==> src/rtl/psum_omux_arbiter.sv <==
// Round-robin output-mux arbiter for router chain heads.
// Grants one port per cycle into a 2-entry output buffer.
module psum_omux_arbiter #(
    parameter int N  = 4,
    parameter int PW = $clog2(N)
) (
    input  logic             clock,
    input  logic             reset_n,
    input  logic [N*40-1:0]  psum_i,
    input  logic [N-1:0]     psum_valid_i,
    output logic [N-1:0]     stall_o,
    input  logic [N-1:0]     port_en_i,
    output logic [39:0]      out_data_o,
    output logic             out_valid_o,
    input  logic             out_ready_i,
    input  logic             clear_cnt_i,
    output logic [31:0]      beat_cnt_o,
    output logic             idle_o
);

    localparam int W = 40;

    logic [N-1:0]        req;
    logic [N-1:0]        gnt;
    logic                accept;
    logic                found;
    logic                push;
    logic                pop;
    logic [PW-1:0]       gnt_idx;
    logic [PW:0]         scan;
    logic [PW:0]         nxt;
    logic [PW-1:0]       rr_ptr_q, rr_ptr_d;
    logic [1:0]          count_q, count_d;
    logic [1:0][W-1:0]   buf_q, buf_d;
    logic [W-1:0]        push_word;
    logic [31:0]         beat_q, beat_d;

    assign req    = psum_valid_i & port_en_i;
    // Accept looks only at registered occupancy: no ready-to-stall path.
    assign accept = (count_q < 2'd2);
    assign pop    = (count_q != 2'd0) & out_ready_i;

    always_comb begin
        found   = 1'b0;
        gnt_idx = '0;
        scan    = '0;
        for (int i = 0; i < N; i++) begin
            scan = {1'b0, rr_ptr_q} + (PW+1)'(i);
            if (scan >= (PW+1)'(N)) begin
                scan = scan - (PW+1)'(N);
            end
            if (!found && req[scan[PW-1:0]]) begin
                found   = 1'b1;
                gnt_idx = scan[PW-1:0];
            end
        end
    end

    always_comb begin
        gnt  = '0;
        push = accept & found;
        if (push) begin
            gnt[gnt_idx] = 1'b1;
        end
    end

    always_comb begin
        push_word = '0;
        for (int k = 0; k < N; k++) begin
            if (gnt[k]) begin
                push_word = psum_i[k*W +: W];
            end
        end
    end

    always_comb begin
        nxt = {1'b0, gnt_idx} + (PW+1)'(1);
        if (nxt >= (PW+1)'(N)) begin
            nxt = '0;
        end
        rr_ptr_d = push ? nxt[PW-1:0] : rr_ptr_q;
    end

    always_comb begin
        buf_d   = buf_q;
        count_d = count_q;
        case (count_q)
            2'd0: begin
                if (push) begin
                    buf_d[0] = push_word;
                    count_d  = 2'd1;
                end
            end
            2'd1: begin
                if (push && pop) begin
                    buf_d[0] = push_word;
                end else if (push) begin
                    buf_d[1] = push_word;
                    count_d  = 2'd2;
                end else if (pop) begin
                    count_d = 2'd0;
                end
            end
            2'd2: begin
                if (pop) begin
                    buf_d[0] = buf_q[1];
                    count_d  = 2'd1;
                end
            end
            default: count_d = 2'd0;
        endcase
    end

    always_comb begin
        beat_d = beat_q;
        if (clear_cnt_i) begin
            beat_d = '0;
        end else if (pop) begin
            beat_d = beat_q + 32'd1;
        end
    end

    always_ff @(posedge clock or negedge reset_n) begin
        if (!reset_n) begin
            rr_ptr_q <= '0;
            count_q  <= '0;
            buf_q    <= '0;
            beat_q   <= '0;
        end else begin
            rr_ptr_q <= rr_ptr_d;
            count_q  <= count_d;
            buf_q    <= buf_d;
            beat_q   <= beat_d;
        end
    end

    assign stall_o     = psum_valid_i & ~gnt;
    assign out_valid_o = (count_q != 2'd0);
    assign out_data_o  = buf_q[0];
    assign beat_cnt_o  = beat_q;
    assign idle_o      = (count_q == 2'd0) & ~|req;

endmodule

==> config.mk <==
export PLATFORM = sky130hd
export DESIGN_NAME = psum_omux_arbiter
export DESIGN_NICKNAME = d
export VERILOG_FILES = /design/src/rtl/psum_omux_arbiter.sv
export SDC_FILE = /design/constraint.sdc
export NUM_CORES = 1
export LEC_CHECK = 0
export ABC_CLOCK_PERIOD_IN_PS = 4700
export CORE_ASPECT_RATIO = 0.75
export CORE_MARGIN = 2
export CORE_UTILIZATION = 40
export DETAILED_ROUTE_END_ITERATION = 8
export GPL_ROUTABILITY_DRIVEN = 0
export PLACE_DENSITY = 0.7
export SKIP_LAST_GASP = 1
export SLEW_MARGIN = 20
export SYNTH_ARGS = -nofsm -noshare
export SYNTH_HDL_FRONTEND = slang
export SYNTH_SLANG_ARGS = --single-unit
==> constraint.sdc <==
create_clock -name clock -period 4.7 [get_ports clock]
set_clock_uncertainty 0.1 [all_clocks]
set_input_delay 0.47 -clock clock [delete_from_list [all_inputs] [get_ports clock]]
set_output_delay 0.47 -clock clock [all_outputs]
set_load 0.01 [all_outputs]
======== After elaboration in Yosys (flattened, before gate mapping) ========
Cells that the tools add are included.
cells by class
  multiply operators ...................... 0
  reductions and logical operators ........ 17
  equality and inequality tests ........... 7
  mux-type cells .......................... 40
  shifts and indexed selects .............. 0
  bitwise logic cells ..................... 7
  div/mod/pow operators ................... 0
  $add $sub $neg .......................... 9
  $lt $le $gt $ge ......................... 12
operator list
  kind                                                                   count
  40-bit two-way mux                                                     7
  40-bit case mux with 3 select lines                                    1
  32-bit two-way mux                                                     2
  32-bit by 1-bit adder with 32-bit output, second input constant        1
  2-bit two-way mux                                                      14
  2-bit by 3-bit < comparator with 1-bit output, second input constant   5
  3-bit >= comparator, second input constant                             4
  1-bit two-way mux                                                      9
  4-bit AND                                                              2
  1-bit binary-select mux with 2-bit select                              4
  2-bit != test, second input constant                                   4
  4-bit AND reduction                                                    2
  2-bit by 1-bit subtractor with 2-bit output, second input constant     4
  2-bit by 1-bit adder with 3-bit output, second input constant          2
  2-bit by 2-bit adder with 3-bit output, second input constant          2
  2-bit case mux with 3 select lines                                     1
  1-bit logical AND                                                      5
  1-bit logical NOT                                                      4
  4-bit two-way mux                                                      1
  4-bit inverter                                                         1
  2-bit nonzero test                                                     2
  4-bit OR reduction                                                     1
  1-bit AND                                                              3
  2-bit by 3-bit >= comparator with 1-bit output, second input constant  1
  10 further kinds                                                       10
storage, ports and cells
  bits in writable memories ............... 0
  bits in latches ......................... 0
  output and inout port bits .............. 78
  logic and storage cells ................. 97
  bits of input ports ..................... 172
  bits in read-only memories .............. 0
  memories ................................ 0
  register bits ........................... 116

======== Logic depth before layout (Yosys ltp) ========
  word-level depth ........................ 25
  mapped depth ............................ 13
  gate-level depth less buffers ........... 11

======== Worst setup path before layout ========
No wires, ideal clock.
  kind .................................... input port to flip-flop
  start point ............................. input port psum_valid_i[0]
  end point ............................... register buf_q[61] in the netlist's numbering
  setup slack ............................. 1.931 ns
  arrival ................................. 2.586 ns
  stages .................................. 13
  path buffers ............................ 3
  data required time ...................... 4.517 ns
  library setup time ...................... 0.083 ns
  cell sequence ........................... nand2_1 nor2_1 a31oi_1 o211ai_1 inv_1 ha_1 clkbuf_1 nor2b_1 clkbuf_1 buf_1 a221o_1 nand3_1 o21ai_0
on the way
  cells in the longest elaborated chain, start to end .. 22
  elaborated cells between the ends (all ways) .. 37
  those cells by class .................... 2 x order compare; 23 x mux; 3 x bitwise; 9 x reduce/logical
ends and longest elaborated chain
  item                                                                                                                                   line  source
  start: declaration                                                                                                                     10    input logic [N-1:0] psum_valid_i,
  4-bit AND *                                                                                                                            38    assign req = psum_valid_i & port_en_i;
  1-bit binary-select mux with 2-bit select                                                                                              52    if (!found && req[scan[PW-1:0]]) begin
  1-bit two-way mux (implied by the code)                                                                                                52
  1-bit two-way mux                                                                                                                      52
  1-bit logical NOT                                                                                                                      52
  1-bit logical AND                                                                                                                      52
  1-bit two-way mux                                                                                                                      52
  1-bit logical NOT                                                                                                                      52
  [3 not listed]                                                                                                                         n/a
  1-bit logical AND                                                                                                                      52
  2-bit two-way mux                                                                                                                      52
  2-bit by 3-bit < comparator with 1-bit output (implied by the code) or 2-bit by 1-bit >= comparator with 1-bit output (tied branches)  63    gnt[gnt_idx] = 1'b1;
  1-bit logical AND (implied by the code)                                                                                                63
  1-bit two-way mux (implied by the code)                                                                                                63
  1-bit demux with 2-bit select                                                                                                          63
  4-bit two-way mux                                                                                                                      62    if (push) begin
  40-bit two-way mux (4 in a row)                                                                                                        70    if (gnt[k]) begin
  end signal: assignment                                                                                                                 132   buf_q <= buf_d;
  end: declaration                                                                                                                       34    logic [1:0][W-1:0] buf_q, buf_d;
Mark *: on every way between the ends. The rest lies on a longest branch, timed or not. The select of a mux whose other input is x is not followed.
A chain may end at the register's enable or synchronous reset.

======== Final worst setup path ========
  start point ............................. input port psum_valid_i[0]
  end point ............................... output port stall_o[2]
on the way
  cells in the longest elaborated chain, start to end .. 20
  elaborated cells between the ends (all ways) .. 32
  those cells by class .................... 2 x order compare; 19 x mux; 4 x bitwise; 7 x reduce/logical
ends and longest elaborated chain
  item                                                                                                                                   line  source
  4-bit AND *                                                                                                                            38
  1-bit binary-select mux with 2-bit select                                                                                              52
  1-bit two-way mux (implied by the code)                                                                                                52
  1-bit two-way mux                                                                                                                      52
  1-bit logical NOT                                                                                                                      52
  1-bit logical AND                                                                                                                      52
  1-bit two-way mux                                                                                                                      52
  1-bit logical NOT                                                                                                                      52
  [4 not listed]                                                                                                                         n/a
  2-bit two-way mux                                                                                                                      52
  2-bit by 3-bit < comparator with 1-bit output (implied by the code) or 2-bit by 1-bit >= comparator with 1-bit output (tied branches)  63
  1-bit logical AND (implied by the code)                                                                                                63
  1-bit two-way mux (implied by the code)                                                                                                63
  1-bit demux with 2-bit select                                                                                                          63
  4-bit two-way mux *                                                                                                                    62
  4-bit inverter *                                                                                                                       137   assign stall_o = psum_valid_i & ~gnt;
  4-bit AND *                                                                                                                            137
  end: declaration                                                                                                                       11    output logic [N-1:0] stall_o,
Marked as above.

==> out/metrics.cfg <==
[run_status]
status=completed

[yosys]
synth_edf_count=0
syn_area_sq_um=6610
syn_avg_cell_area_sq_um=8.49
ys.warnings.count=0
yosys_register_bits=116
synth_seq_area_share_pct=43.9
synth_most_common_cell=dfrtp_1
synth_fp_nets=956
netlist_top_cells_count=dfrtp_1, nand2_1, o21ai_0
synth_top_area_share_pct=43.9
synth_area_leaders=dfrtp_1, o21ai_0, nand2_1, buf_4, a221o_1
synthArstFlopShare_pct=100
synth_top_area_cell=dfrtp_1
synth-main-ff-cell=dfrtp_1
synth_cells=779
ys_types=44

[sta]
worstMarginPinSlew_ps=782
timing.final.crit_share_pct=78.0
finalSetupTns_ps=0
layout_min_cycle_time_ps=3670
hold_slack_ps=382
slew_violations=0
rsz0062_at_grt=false
hold_violations=0
fmax_ghz=0.273
setup_violations=0
relSlewSlack_pct=47.8

[floorplanning]
coreArea_sq_um=16100
ios=250
dieArea_sq_um=17600
rows=40
die_h_um=115
initial_utilization_pct=41.0
die_w_um=152

[clock_tree]
htreeDepth=4
post_cts_resized=0
clock_sinks=116
insertion_delay_ps=410
hold_buffers=1
cts_root_buffer=clkbuf_16
post_cts_buffers=0
cts_tree=done
cts_buffers=17
clk_pin_slew_ps=60
cts_buffer_depth=2

[worst_setup_path]
critPathLaunchType=input port
end_kind=output pin
path_class=in2out
worstPathArrival_ps=3100
required_ps=4130
crit_fanout=18

[routing]
drc_errors=0
dr.pass1.iters=4
antenna_left=0
drt_iter0_drc=416
viasPerCell=5.46
finalWirelength_um=21400
wl_per_cell_um=18.0
vias=6471

[layout]
nFillCells=1463
register_area_sq_um=2900
utilization_pct=59.3
antenna_cells=0
drive_gt1_share_pct=6.76
instances_no_fill=1186
multi_input_comb_area_sq_um=3170
syn_to_final_growth_pct=44.4
nNetsFinal=1140

[global_routing]
antenna_found_initial=1
grt_first_pass_wirelength_um=34300
grt_pass1_vias=6440
grt_use_total_pct=24.5
grt_max_degree=75
grt_overflow=0

[pwr]
power.total_uw=4570
p_leak_uw=0.00374
powerDensity_nw_per_um2=478
vdd_drop_max_v=0.000224

[placement]
dp_cells=1153
dp_hpwl_um=15100
io_buffer_count=249

[flow_run]
drv_cap=0

[worst_hold_path]
worstHoldPathType=reg2reg

-- cells in the final DEF, fill, tap and decap left out, types with 2 or more instances in the layout --
master / instances
nor2b_1: 41
or3_2: 4
a221oi_1: 10
o21ai_0: 89
inv_1: 9
xor2_1: 9
or3_1: 5
and2_1: 2
clkinv_2: 2
mux2_2: 4
clkinv_4: 8
clkbuf_16: 17
clkdlybuf4s50_1: 248
nand3_1: 44
nor3b_1: 2
nor3_1: 9
and3_1: 2
o22ai_1: 30
buf_4: 17
nor2_1: 40
nand2_1: 111
xnor2_1: 12
o211ai_1: 3
ha_1: 3
a22o_1: 2
dfrtp_1: 116
o22a_1: 2
a221o_1: 29
a21boi_0: 5
nand4_1: 7
ha_2: 2
a21oi_1: 54
o31ai_1: 11
nand2b_1: 2
o21a_1: 2
clkinvlp_4: 2
nor4_1: 4
-- metrics by stage --
stage | area [sq um] | worst slack (ps)
2_1_floorplan | 6610 | 1930
3_3_place_gp | 8980 | 1040
3_5_place_dp | 8980 | 920
4_1_cts | 9550 | 1030
5_1_grt | 9550 | 856
6_report | 9550 | 1030
-- cell type report --
cell class | count | share of cell area (%)
multi-input combinational | 553 | 33.2
sequential | 116 | 30.4
timing repair buffer | 266 | 27.4
clock buffer | 18 | 4.49
tap | 210 | 2.75
clock inverter | 14 | 1.40
inverter | 9 | 0.354
-- worst max-delay path, cell delays in order --
cell,delay (ps)
clkdlybuf4s50_1,520
nand2_1,150
nor2_1,150
a31oi_1,50
o211ai_1,320
ha_1,510
buf_4,320
a21boi_0,110
clkdlybuf4s50_1,480
-- report_power, final --
group / total [uW] / internal [uW] / switching, uW
combinational: 1800 / 872 / 932
clock: 1230 / 731 / 497
sequential: 1530 / 1330 / 199
total: 4570 / 2940 / 1630
-- layer usage --
metal / part of all wire [%] / GRT usage [%]
met4: 1.6 / 6.79
met3: 7.5 / 7.20
met2: 47 / 40.3
met1: 44 / 31.9
met5: 0.061 / 0
-- final timing paths --
kind | startpoint | endpoint | slack, ps | cells past startpoint
worst max-delay path | psum_valid_i[0] | stall_o[2] | 1030 | 9
min in group asynchronous | reset_n | beat_cnt_o[16]$_DFFE_PN0P_ | 470 | 2
worst min-delay path | buf_q[50]$_DFFE_PN0P_ | buf_q[50]$_DFFE_PN0P_ | 380 | 2
max in group asynchronous | reset_n | out_data_o[4]$_DFFE_PN0P_ | 3040 | 3
worst max register to register | rr_ptr_q[0]$_DFFE_PN0P_ | out_data_o[2]$_DFFE_PN0P_ | 1650 | 10
worst min register to register | buf_q[50]$_DFFE_PN0P_ | buf_q[50]$_DFFE_PN0P_ | 380 | 2
-- cell families after synthesis --
group / count (synthesis) / synth area share [%]
multiplexers: 4 / 0.681
AO/OA/AOI/OAI: 241 / 22.7
flip-flops: 116 / 43.9
AND/OR/NAND/NOR: 282 / 20.4
adder cells (fa/ha/maj): 5 / 0.946
buffers and inverters: 110 / 8.63
XOR/XNOR: 21 / 2.78
-- flip-flops by register name, indices dropped and copies added, names as in the netlist --
register / flops
buf_q: 40
out_data_o: 40
count_q: 2
beat_cnt_o: 32
rr_ptr_q: 2
Note: power is estimated with default switching activity, not from simulation.
